--- src/rtl/datapath_ctrl.sv ---
// rtl/datapath_ctrl.sv - step/clear command sequencer for the up/down counter datapath
// Every output is a register updated alongside the state, so pulses line up with state cycles.
module datapath_ctrl #(
    parameter int CNT_W = 8
) (
    input  logic             clk,
    input  logic             reset,
    input  logic             cmd_valid,
    output logic             cmd_ready,
    input  logic             cmd_clr,
    input  logic             cmd_dir,
    input  logic [CNT_W-1:0] cmd_n,
    input  logic             cmd_sat,
    input  logic             z,
    input  logic             m,
    output logic             op,
    output logic             c_ld,
    output logic             c_clr,
    output logic             busy,
    output logic             done,
    output logic             sat_hit,
    output logic [CNT_W-1:0] steps_done
);

    typedef enum logic [2:0] {
        S_IDLE,
        S_CLR,
        S_STEP,
        S_GAP,
        S_DONE
    } state_t;

    localparam logic [CNT_W-1:0] ONE = {{(CNT_W-1){1'b0}}, 1'b1};

    state_t           state_q;
    logic             ready_q;
    logic             op_q;
    logic             sat_q;
    logic             ld_q;
    logic             clr_q;
    logic             busy_q;
    logic             done_q;
    logic             sat_hit_q;
    logic [CNT_W-1:0] remaining_q;
    logic [CNT_W-1:0] steps_q;

    logic at_floor;
    logic accept;

    // z/m describe the value the previous c_ld already produced
    assign at_floor = z || m;
    assign accept   = cmd_valid && ready_q;

    always_ff @(posedge clk) begin
        if (reset) begin
            state_q     <= S_IDLE;
            ready_q     <= 1'b1;
            op_q        <= 1'b0;
            sat_q       <= 1'b0;
            ld_q        <= 1'b0;
            clr_q       <= 1'b0;
            busy_q      <= 1'b0;
            done_q      <= 1'b0;
            sat_hit_q   <= 1'b0;
            remaining_q <= '0;
            steps_q     <= '0;
        end else begin
            ld_q   <= 1'b0;
            clr_q  <= 1'b0;
            done_q <= 1'b0;
            case (state_q)
                S_IDLE: begin
                    if (accept) begin
                        op_q        <= cmd_dir;
                        sat_q       <= cmd_sat;
                        remaining_q <= cmd_n;
                        steps_q     <= '0;
                        sat_hit_q   <= 1'b0;
                        ready_q     <= 1'b0;
                        busy_q      <= 1'b1;
                        if (cmd_clr) begin
                            state_q <= S_CLR;
                            clr_q   <= 1'b1;
                        end else if (cmd_n == '0) begin
                            state_q <= S_DONE;
                            done_q  <= 1'b1;
                        end else if (cmd_sat && cmd_dir && at_floor) begin
                            state_q   <= S_DONE;
                            done_q    <= 1'b1;
                            sat_hit_q <= 1'b1;
                        end else begin
                            state_q <= S_STEP;
                            ld_q    <= 1'b1;
                        end
                    end
                end
                S_CLR: begin
                    state_q <= S_DONE;
                    done_q  <= 1'b1;
                end
                S_STEP: begin
                    remaining_q <= remaining_q - ONE;
                    steps_q     <= steps_q + ONE;
                    state_q     <= S_GAP;
                end
                S_GAP: begin
                    if (remaining_q == '0) begin
                        state_q <= S_DONE;
                        done_q  <= 1'b1;
                    end else if (sat_q && op_q && at_floor) begin
                        state_q   <= S_DONE;
                        done_q    <= 1'b1;
                        sat_hit_q <= 1'b1;
                    end else begin
                        state_q <= S_STEP;
                        ld_q    <= 1'b1;
                    end
                end
                S_DONE: begin
                    state_q <= S_IDLE;
                    ready_q <= 1'b1;
                    busy_q  <= 1'b0;
                end
                default: begin
                    state_q <= S_IDLE;
                    ready_q <= 1'b1;
                    busy_q  <= 1'b0;
                end
            endcase
        end
    end

    assign cmd_ready  = ready_q;
    assign op         = op_q;
    assign c_ld       = ld_q;
    assign c_clr      = clr_q;
    assign busy       = busy_q;
    assign done       = done_q;
    assign sat_hit    = sat_hit_q;
    assign steps_done = steps_q;

endmodule

--- config.mk ---
export PLATFORM = sky130hd
export DESIGN_NAME = datapath_ctrl
export DESIGN_NICKNAME = d
export VERILOG_FILES = /design/src/rtl/datapath_ctrl.sv
export SDC_FILE = /design/constraint.sdc
export NUM_CORES = 1
export LEC_CHECK = 0
export CAP_MARGIN = 20
export CORE_ASPECT_RATIO = 0.5
export CORE_MARGIN = 2
export CORE_UTILIZATION = 49
export DETAILED_ROUTE_END_ITERATION = 7
export GPL_TIMING_DRIVEN = 0
export PLACE_DENSITY = 0.79
export SLEW_MARGIN = 25
export SYNTH_ARGS = -nofsm -noshare
export SYNTH_HDL_FRONTEND = slang
export SYNTH_SLANG_ARGS = --single-unit
--- constraint.sdc ---
create_clock -name clk -period 1.9 [get_ports clk]
set_clock_uncertainty 0.1 [all_clocks]
set_input_delay 0.19 -clock clk [delete_from_list [all_inputs] [get_ports clk]]
set_output_delay 0.19 -clock clk [all_outputs]
set_load 0.05 [all_outputs]
==> out/results.txt <==
CTS tree -> yes
Sw Ratio -> 34.6%
post-CTS setup buffer count -> 0
DP Worst Slack -> -324 ps
routed vias -> 1,357
Worst Path Max Fanout -> 5
reg2reg end -> state_q[1]
CTS Buffer Depth -> 2
crit share post-route -> 98.0%
IO buf count -> 29
Core Area -> 2620 um2
internal power -> 0.930 mW
reg2reg start -> remaining_q[0]
MaxCap Viol Count -> 0
Synth Area in Adders -> 2.75%
vias in the first global route -> 1,159
DIE WIDTH -> 78.6 um
Net Sw Power -> 0.492 mW
Post-Synthesis Cells -> 161
Synth Register Bits -> 27
Distinct cells, synth -> 45
Max Fclk -> 537 MHz
Initial Utilization -> 52.1%
wire length per cell -> 15.3 um
GPL Wtd Cong -> 0.771
worst relative slew slack -> 45.5%
# rows -> 13
Seq/Total Area, Yosys -> 39.6%
post-synthesis compound-gate area fraction -> 24.8%
WP data arrival -> 1940 ps
crit start category -> register
yosys warns -> 0
clock slew at reported path FFs -> 100 ps
leakage power -> 0.658 nW
hold path start -> reset
Filler cells -> 235
post-route ant nets -> 0
final setup margin -> 38.8 ps
commonest non-fill, non-tap cells in the layout -> clkdlybuf4s50_1 (28), dfxtp_1 (26), a21oi_1 (18), nand2_1 (16), nor2_1 (10)
ys async rst share -> 0%
syn nets -> 180
# H-tree levels -> 1
register share of total power -> 46.1%
initial antenna violation count -> 0
first-pass GRT wire length -> 5460 um
post-synthesis simple-gate area fraction -> 24.9%
largest family of logic cells by synthesized area -> simple AND/OR/NAND/NOR gates
clock share of power -> 23.7%
# DRC -> 0
area grow syn2layout -> 30.2%
Crit. End Element -> register
initial DRC count -> 90
WHS Endpoint -> state_q[2]
Pre-antenna DRT Iters -> 4
Post-synth EDFFs -> 0
Via-to-Cell Ratio -> 5.87
grt ovf -> 0
share of cells above drive strength 1 -> 10.3%
R2R setup slack -> 40 ps
Die Ht -> 41.3 um
final wirelength -> 3540 um
Global Route met3 Usage -> 5.82%
Logic pwr share -> 30.2%
worst hold-check path type -> input port to register
Tot GR Track Use -> 23.5%
Pwr per Cell Area -> 800 nW/um2
met1 Use GR -> 30.7%
CP required -> 1980 ps
Final Hold Fails -> 0
Hold Slack -> 40.9 ps
status -> completed
clk_lat worst skew -> 280 ps
Nets -> 214
ys flop type -> dfxtp_1
Die Area -> 3250 um2
Clock Sink Count -> 27
leading cell type in the layout, fill and taps excluded -> clkdlybuf4s50_1
Slew @ Worst Pin -> 811 ps
Post-Synth XOR/XNOR Area -> 0%
Worst Hold Depth -> 2
CTS Buf Count -> 3
M2 GR Usage -> 39.5%
Final setup violation count -> 0
Final Critical Period -> 1860 ps
Peak VDD IR -> 0.388 mV
io pins -> 31
CP Launch Point -> remaining_q[0]
pin count of the biggest net entering global routing -> 16
final-report max-slew violation count -> 0
post-synthesis mux area share -> 1.56%
Mapped Area -> 1370 um2
RSZ-0062 raised after global routing -> no
Ant. Diodes -> 0
Avg Cell Area, Syn -> 8.48 um2
clock tree root buffer cell -> clkbuf_8
WS Path Type -> register to register
dpl hpwl -> 2530 um
Reg2Reg Depth -> 6
gr busiest metal -> met2
-- worst max-delay path by stage --
stage,endpoint,slack [ps],cells past startpoint
floorplan,done,120,5
global placement,sat_hit,-300,5
detailed placement,sat_hit,-320,5
CTS,state_q[1],40,6
global route,steps_done[2],6,1
finish,state_q[1],40,6
-- synthesized netlist by cell type, drive strengths merged (2+ instances only) --
library cell / instances / area (um2)
nor3: 5 / 25.0
o21ai: 4 / 20.0
and3: 2 / 12.5
nand3: 5 / 25.0
or3: 4 / 25.0
o211a: 2 / 20.0
nand2: 17 / 63.8
inv: 5 / 18.8
ha: 3 / 37.5
buf: 7 / 56.3
clkbuf: 3 / 11.3
o41ai: 2 / 17.5
nor2: 10 / 37.5
nor3b: 3 / 27.5
o211ai: 3 / 22.5
o22ai: 2 / 12.5
nor4: 6 / 43.8
or2: 2 / 12.5
a21oi: 18 / 90.1
a311oi: 2 / 17.5
nand4: 3 / 18.8
a211oi: 5 / 37.5
dfxtp: 27 / 541
a31oi: 4 / 25.0
-- timing repair --
item | in CTS | in global routing
resized for setup | 2 | 5
hold buffers | 0 | 0
endpoints found under the setup margin | 6 | 8
-- cells by family (layout without fill, tap and decap cells) --
family | Yosys count | after routing
AND/OR/NAND/NOR | 63 | 63
AO/OA/AOI/OAI | 51 | 51
flip-flops | 27 | 27
buffers and inverters | 15 | 48
adder cells (fa/ha/maj) | 3 | 3
multiplexers | 2 | 2
-- routing by layer --
layer | wire length [um] | part of all wire [%]
met3 | 271 | 7.7
met1 | 1640 | 46
met5 | 0 | 0
met4 | 51 | 1.4
met2 | 1570 | 44
-- area by class of cell --
type	instances	area [um2]	area share (%)
plain buffers	10	67.6	3.80
clock buffers	3	41.3	2.32
clock inverters	1	5.00	0.281
inverters	5	18.8	1.06
multi-input cells	119	764	43.0
flip-flops and latches	27	542	30.5
well taps	37	46.3	2.60
repair buffers	29	293	16.5
-- registers in the layout, summed over array words and instances, names as in the netlist --
signal       count
c_clr            1
busy             1
state_q          3
sat_hit          1
cmd_ready        1
steps_done       8
sat_q            1
op               1
done             1
c_ld             1
remaining_q      8
-- power groups by stage --
stage                     Combinational, mW  Clock [mW]  Sequential, mW
after CTS                             0.417       0.343           0.652
after floorplan                       0.225           0           0.709
after detailed placement              0.409           0           0.665
final                                 0.429       0.337           0.655
after global placement                0.398           0           0.663
after global routing                  0.462       0.363           0.664
-- critical path, cell delays in order (launching register included) --
cell	delay (ps)
dfxtp_1	360
inv_1	90
ha_1	160
or4b_1	530
o21ai_2	210
nand2_1	70
a32o_1	250
-- through the flow --
stage                     std cells  cell area [um2]  utilization, %  total power, mW  setup TNS (ps)
after floorplan                 161             1370               -            0.935               0
after global placement          227             1700            65.0             1.06           -2310
after detailed placement        227             1700            65.0             1.07           -2880
after CTS                       231             1760            67.1             1.41               0
after global routing            231             1780            67.9             1.49               0
final                           231             1780            67.9             1.42               0
Note: power is estimated with default switching activity, not from simulation.
